--- src/rtl/fetch_if.sv ---
// Fetch-controller bus bundle: redirect input, instruction-memory port and decode handshake.
// With FETCH_MISALIGN_EN defined, the bundle also carries the fetch_misalign flag.
interface fetch_if;
  logic        redirect_valid;
  logic [63:0] redirect_pc;
  logic        imem_req;
  logic [63:0] imem_addr;
  logic        imem_gnt;
  logic        imem_rvalid;
  logic [31:0] imem_rdata;
  logic        id_valid;
  logic [63:0] id_pc;
  logic [31:0] id_inst;
  logic        id_ready;
`ifdef FETCH_MISALIGN_EN
  logic        fetch_misalign;
`endif

  modport master (
`ifdef FETCH_MISALIGN_EN
    output fetch_misalign,
`endif
    input  redirect_valid, redirect_pc, imem_gnt, imem_rvalid, imem_rdata, id_ready,
    output imem_req, imem_addr, id_valid, id_pc, id_inst
  );

  modport slave (
`ifdef FETCH_MISALIGN_EN
    input  fetch_misalign,
`endif
    output redirect_valid, redirect_pc, imem_gnt, imem_rvalid, imem_rdata, id_ready,
    input  imem_req, imem_addr, id_valid, id_pc, id_inst
  );
endinterface

--- src/rtl/fetch_ctrl.sv ---
// Instruction-fetch sequencer: owns the PC, issues one imem request at a time, and feeds decode.
// Optional FETCH_MISALIGN_EN adds an ERR state entered on misaligned redirect targets.
module fetch_ctrl #(
  parameter logic [63:0] RESET_PC = 64'h0000_0000_0000_0000,
  parameter int unsigned PC_STEP  = 4
) (
  input  logic clk,
  input  logic rst,
  fetch_if.master bus
);

  typedef enum logic [2:0] {
    IDLE,
    REQ,
    WAIT,
    HOLD
`ifdef FETCH_MISALIGN_EN
    , ERR
`endif
  } state_t;

  state_t      state, state_next;
  logic [63:0] pc, pc_next;
  logic [63:0] req_pc;
  logic        kill, kill_next;
  logic [63:0] skid_pc;
  logic [31:0] skid_inst;
  logic        id_valid_q;
  logic [63:0] id_pc_q;
  logic [31:0] id_inst_q;

  logic xfer;
  logic req_accept;
  logic load_rdata;
  logic load_skid;
  logic load_from_skid;
  logic redir_bad;

  assign xfer = id_valid_q & bus.id_ready;

  // NOTE: every signal written here gets a default first so no latch is inferred.
  always_comb begin
    state_next     = state;
    pc_next        = pc;
    kill_next      = kill;
    req_accept     = 1'b0;
    load_rdata     = 1'b0;
    load_skid      = 1'b0;
    load_from_skid = 1'b0;
    redir_bad      = 1'b0;
`ifdef FETCH_MISALIGN_EN
    redir_bad      = bus.redirect_valid & (|bus.redirect_pc[1:0]);
`endif

    case (state)
      IDLE: state_next = REQ;
      REQ: begin
        if (bus.imem_gnt) begin
          req_accept = 1'b1;
          pc_next    = pc + 64'(PC_STEP);
          state_next = WAIT;
        end
      end
      WAIT: begin
        if (bus.imem_rvalid) begin
          state_next = REQ;
          if (kill) begin
            kill_next = 1'b0;
          end else if (!id_valid_q || bus.id_ready) begin
            load_rdata = 1'b1;
          end else begin
            load_skid  = 1'b1;
            state_next = HOLD;
          end
        end
      end
      HOLD: begin
        if (xfer) begin
          load_from_skid = 1'b1;
          state_next     = REQ;
        end
      end
`ifdef FETCH_MISALIGN_EN
      ERR: begin
        // A request outstanding when ERR was entered still returns; retire its kill here.
        if (bus.imem_rvalid && kill) kill_next = 1'b0;
      end
`endif
      default: state_next = IDLE;
    endcase

    // Redirect overrides every other event of the same cycle.
    if (bus.redirect_valid) begin
      pc_next        = bus.redirect_pc;
      load_rdata     = 1'b0;
      load_skid      = 1'b0;
      load_from_skid = 1'b0;
      case (state)
        REQ: begin
          if (bus.imem_gnt) begin
            state_next = WAIT;
            kill_next  = 1'b1;
          end else begin
            state_next = REQ;
          end
        end
        WAIT: begin
          if (bus.imem_rvalid) begin
            state_next = REQ;
            kill_next  = 1'b0;
          end else begin
            kill_next  = 1'b1;
          end
        end
        default: state_next = REQ;
      endcase
`ifdef FETCH_MISALIGN_EN
      if (redir_bad) begin
        state_next = ERR;
      end else if (state == ERR) begin
        // Keep the one-outstanding rule: wait out a still-pending killed response first.
        state_next = kill_next ? WAIT : REQ;
      end
`endif
    end
  end

  always_ff @(posedge clk) begin
    if (rst) state <= IDLE;
    else     state <= state_next;
  end

  // NOTE: sequential state uses non-blocking assignments so all registers update together.
  always_ff @(posedge clk) begin
    if (rst) begin
      pc         <= RESET_PC;
      req_pc     <= RESET_PC;
      kill       <= 1'b0;
      id_valid_q <= 1'b0;
      id_pc_q    <= '0;
      id_inst_q  <= '0;
    end else begin
      pc   <= pc_next;
      kill <= kill_next;
      if (req_accept) req_pc <= pc;
      if (bus.redirect_valid) begin
        id_valid_q <= 1'b0;
      end else if (load_rdata) begin
        id_valid_q <= 1'b1;
        id_pc_q    <= req_pc;
        id_inst_q  <= bus.imem_rdata;
      end else if (load_from_skid) begin
        id_valid_q <= 1'b1;
        id_pc_q    <= skid_pc;
        id_inst_q  <= skid_inst;
      end else if (xfer) begin
        id_valid_q <= 1'b0;
      end
    end
  end

  // NOTE: skid contents need no reset; they are only read in HOLD, which reset leaves.
  always_ff @(posedge clk) begin
    if (load_skid) begin
      skid_pc   <= req_pc;
      skid_inst <= bus.imem_rdata;
    end
  end

  assign bus.imem_req  = (state == REQ);
  assign bus.imem_addr = pc;
  assign bus.id_valid  = id_valid_q;
  assign bus.id_pc     = id_pc_q;
  assign bus.id_inst   = id_inst_q;
`ifdef FETCH_MISALIGN_EN
  assign bus.fetch_misalign = (state == ERR);
`endif

endmodule
--- src/flat_wrapper.sv ---
// flat-port wrapper written by rule: the top's interface ports become plain ports
module fetch_ctrl_flat 
#(
  parameter logic [63:0] RESET_PC = 64'h0000_0000_0000_0000,
  parameter int unsigned PC_STEP  = 4
)
  (clk, rst, bus_redirect_valid, bus_redirect_pc, bus_imem_gnt, bus_imem_rvalid, bus_imem_rdata, bus_id_ready, bus_imem_req, bus_imem_addr, bus_id_valid, bus_id_pc, bus_id_inst);
  fetch_if bus_i ();
  input  logic clk;
  input  logic rst;
  input wire logic [$bits(bus_i.redirect_valid)-1:0] bus_redirect_valid;
  input wire logic [$bits(bus_i.redirect_pc)-1:0] bus_redirect_pc;
  input wire logic [$bits(bus_i.imem_gnt)-1:0] bus_imem_gnt;
  input wire logic [$bits(bus_i.imem_rvalid)-1:0] bus_imem_rvalid;
  input wire logic [$bits(bus_i.imem_rdata)-1:0] bus_imem_rdata;
  input wire logic [$bits(bus_i.id_ready)-1:0] bus_id_ready;
  output wire logic [$bits(bus_i.imem_req)-1:0] bus_imem_req;
  output wire logic [$bits(bus_i.imem_addr)-1:0] bus_imem_addr;
  output wire logic [$bits(bus_i.id_valid)-1:0] bus_id_valid;
  output wire logic [$bits(bus_i.id_pc)-1:0] bus_id_pc;
  output wire logic [$bits(bus_i.id_inst)-1:0] bus_id_inst;
  assign bus_i.redirect_valid = bus_redirect_valid;
  assign bus_i.redirect_pc = bus_redirect_pc;
  assign bus_i.imem_gnt = bus_imem_gnt;
  assign bus_i.imem_rvalid = bus_imem_rvalid;
  assign bus_i.imem_rdata = bus_imem_rdata;
  assign bus_i.id_ready = bus_id_ready;
  assign bus_imem_req = bus_i.imem_req;
  assign bus_imem_addr = bus_i.imem_addr;
  assign bus_id_valid = bus_i.id_valid;
  assign bus_id_pc = bus_i.id_pc;
  assign bus_id_inst = bus_i.id_inst;
  fetch_ctrl #(.RESET_PC(RESET_PC), .PC_STEP(PC_STEP)) u_core (.clk(clk), .rst(rst), .bus(bus_i));
endmodule
--- config.mk ---
export PLATFORM = sky130hd
export DESIGN_NAME = fetch_ctrl_flat
export DESIGN_NICKNAME = d
export VERILOG_FILES = /design/src/rtl/fetch_if.sv /design/src/rtl/fetch_ctrl.sv /design/src/flat_wrapper.sv
export SDC_FILE = /design/constraint.sdc
export NUM_CORES = 1
export LEC_CHECK = 0
export CAP_MARGIN = 20
export CORE_MARGIN = 1
export CORE_UTILIZATION = 40
export DETAILED_ROUTE_END_ITERATION = 8
export PLACE_DENSITY = 0.65
export SKIP_LAST_GASP = 1
export SYNTH_ARGS = -nofsm -noshare
export SYNTH_HDL_FRONTEND = slang
export SYNTH_SLANG_ARGS = --single-unit
export TNS_END_PERCENT = 30
--- constraint.sdc ---
create_clock -name clk -period 8.2 [get_ports clk]
set_input_delay 1.64 -clock clk [delete_from_list [all_inputs] [get_ports clk]]
set_output_delay 1.64 -clock clk [all_outputs]
set_load 0.05 [all_outputs]
==> flow_metrics.env <==
export IMPL_setup_tns_final_ns=0
export IMPL_cts_made_buffers=35
export IMPL_via_count=10700
export IMPL_cp_max_fo=76
export IMPL_hp_class="register to register"
export IMPL_p_per_area_nw_per_um2=210.3
export IMPL_core_area_um2=30910
export IMPL_swShare_pct=23.70
export IMPL_synth_flop_cell="dfxtp_1"
export IMPL_max_freq_mhz=208.2
export IMPL_cp_start_kind="primary input"
export IMPL_pwr_share_clk_pct=43.1
export IMPL_arrival_ns=5.22
export IMPL_die_w_um=180
export IMPL_rows=64
export IMPL_port_buffers=263
export IMPL_ant_nets=0
export IMPL_synth_net_count=1412
export IMPL_fin_skew_ns=0.02032
export IMPL_grt_pass1_vias=10090
export IMPL_worst_setup_path_end_kind="register"
export IMPL_min_from="u_core.bus.id_inst[29]"
export IMPL_worstMarginPinSlew_ns=0.9802
export IMPL_synth_area_leaders="dfxtp_1 36%, edfxtp_1 23%, nand2_1 7.8%"
export IMPL_areaGrowthSynthToFinish_pct=31.60
export IMPL_cts_root_buf="clkbuf_16"
export IMPL_hold_depth=2
export IMPL_synth_top_cell_area_share_pct=36.17
export IMPL_routed_wl_um=36850
export IMPL_synth_most_common_cell="nand2_1"
export IMPL_p_switching_uw=831.4
export IMPL_fin_crit_sh_pct=58.58
export IMPL_hold_viol_final=0
export IMPL_grt_overflow_total=0
export IMPL_yosys_area_top_type="dfxtp_1"
export IMPL_maxSlewViolCount=0
export IMPL_ys_top_cells_by_count="265 x nand2_1, 229 x dfxtp_1, 176 x a21oi_1, 96 x a22oi_1, 96 x edfxtp_1"
export IMPL_grt_max_degree=145
export IMPL_htree_levels=2
export IMPL_cts_resized=0
export IMPL_final_cell_area_um2=16680
export IMPL_clk_latency_ns=0.51
export IMPL_cts_sink_count=325
export IMPL_pwr_share_seq_pct=49.1
export IMPL_ctsHoldBuffers=0
export IMPL_antenna_found_initial=2
export IMPL_synthesis_area_um2=12670
export IMPL_yosys_warnings=0
export IMPL_grt_pass1_wl_um=57560
export IMPL_dieHeight_um=180
export IMPL_ys_types=45
export IMPL_slew_headroom_pct=34.66
export IMPL_period_needed_ns=4.803
export IMPL_holdPathEnd="u_core.bus.id_inst[29]"
export IMPL_die_area_um2=32400
export IMPL_p_leak_nw=5.106
export IMPL_dpl_cell_area_um2=15520
export IMPL_worstPathRequired_ns=8.62
export IMPL_cts_setup_buffers=0
export IMPL_seq_area_frac_synth_pct=58.92
export IMPL_wl_per_cell_um=18.98
export IMPL_cap_violations=0
export IMPL_async_flop_share_pct=0
export IMPL_synth_edff_count=96
export IMPL_layout_nets=1621
export IMPL_rsz0062_at_grt="false"
export IMPL_setup_violations=0
export IMPL_initial_core_util_pct=41.00
export IMPL_place_gp_congestion=0.7956
export IMPL_grtUsageTotal_pct=22.15
export IMPL_dp_hpwl_um=22970
export IMPL_p_int_mw=2.677
export IMPL_drt_pass1_iterations=5
export IMPL_rr_startpoint="u_core.state[0]"
export IMPL_cts_buffer_depth=3
export IMPL_avgSynthCellArea_um2=9.682
export IMPL_reg2reg_depth=6
export IMPL_pwr_share_comb_pct=7.8
export IMPL_reg2reg_slack_ns=4.65
export IMPL_crit_type="primary input to register"
export IMPL_ir_drop_mv=0.1204
export IMPL_detailedRoute_firstIterationViolations=750
export IMPL_viasPerCell=5.511
export IMPL_yosys_register_bits=325
export IMPL_fin_util_pct=53.96
export IMPL_synth_cells=1309
export IMPL_drc=0
export IMPL_tritoncts="yes"
export IMPL_clkTransAtPathRegs_ns=0.06
export IMPL_top_level_ports=264
export IMPL_r2r_end="u_core.bus.imem_addr[56]"
export IMPL_drive_above_1_share_pct=4.663
export IMPL_status="completed"
critical path, stage by stage:
cell,delay (ns)
clkdlybuf4s50_1,0.57
and4bb_4,0.25
buf_4,0.66
nand2_1,0.39
or4_1,0.87
or4_1,0.56
a311oi_1,0.25
through the flow:
| step | hold slack [ns] | power [mW] | std cells | worst slack (ns) |
|---|---|---|---|---|
| after global routing | 0.4663 | 3.622 | 1940 | 3.223 |
| after floorplan | 0.4304 | 1.893 | 1309 | 1.569 |
| after global placement | 0.4369 | 2.027 | 1875 | 2.962 |
| final | 0.4521 | 3.508 | 1942 | 3.397 |
| after detailed placement | 0.4420 | 2.028 | 1875 | 2.883 |
| after CTS | 0.4542 | 3.539 | 1938 | 3.407 |
kinds of logic after synthesis:
| logic type | Yosys count | share of synthesized area (%) |
|---|---|---|
| adders and majority gates | 1 | 0.09871 |
| and+or+nand+nor | 472 | 17.07 |
| AOI/OAI and AO/OA | 350 | 17.32 |
| buffers and inverters | 116 | 3.485 |
| DFF | 325 | 58.92 |
| other | 1 | 0.02959 |
| xor gates and xnor gates | 40 | 2.764 |
| muxes | 4 | 0.3159 |
flip-flops by register name (all words and copies together) (netlist names):
name / flops
u_core.bus.id_pc: 64
u_core.bus.imem_addr: 64
u_core.req_pc: 64
u_core.skid_pc: 64
u_core.bus.id_inst: 32
u_core.skid_inst: 32
u_core.state: 3
u_core.bus.id_valid: 1
u_core.kill: 1
layout by cell type (no fill, tap or decap), types with 14 or more instances in the layout:
cell type and n:
dfxtp_1 229, nand4_1 24, xnor2_1 34, clkbuf_16 37
a211oi_1 34, nor3_1 14, nand2_1 265, a21oi_1 176
a22oi_1 96, nand3_1 16, clkdlybuf4s50_1 261, nor2_1 66
a311oi_1 19, edfxtp_1 96, nor4_1 22
area by class of cell:
| type | count | area [µm²] |
|---|---|---|
| fillers | 2781 | 14230 |
| flip-flops and latches | 325 | 7467 |
| multi-input cells | 868 | 4808 |
| repair buffers | 274 | 2744 |
| clock buffers | 56 | 1067 |
| well taps | 396 | 495.5 |
| inverters | 14 | 53.80 |
| clock inverters | 7 | 37.54 |
| diodes | 2 | 5.005 |
routing by layer:
layer / global-route usage (%) / vias up / share of wire [%]
li1: - / 5150 / -
met1: 30.62 / 5140 / 46
met2: 35.02 / 369 / 46
met3: 4.822 / 44 / 6.9
met4: 5.862 / 0 / 1.8
met5: 0 / - / 0
worst max-delay path by stage:
stage / slack (ns) / startpoint / endpoint / depth (start not counted)
global route: 3.22 / bus_imem_gnt / u_core.bus.imem_addr[56] / 7
detailed placement: 2.88 / bus_imem_gnt / u_core.bus.imem_addr[56] / 7
CTS: 3.41 / bus_imem_gnt / u_core.bus.imem_addr[56] / 7
global placement: 2.96 / bus_imem_gnt / u_core.bus.imem_addr[62] / 7
finish: 3.40 / bus_imem_gnt / u_core.bus.imem_addr[56] / 7
floorplan: 1.57 / bus_redirect_valid / u_core.skid_inst[0] / 4
power groups by stage:
stage                     logic, mW  clock network, mW  registers (mW)
after floorplan              0.0792                  0            1.81
after global routing          0.289               1.61            1.73
final                         0.273               1.51            1.72
after detailed placement      0.271                  0            1.76
after CTS                     0.272               1.54            1.72
after global placement        0.270                  0            1.76
No activity file was read; power rests on OpenSTA's default activity.
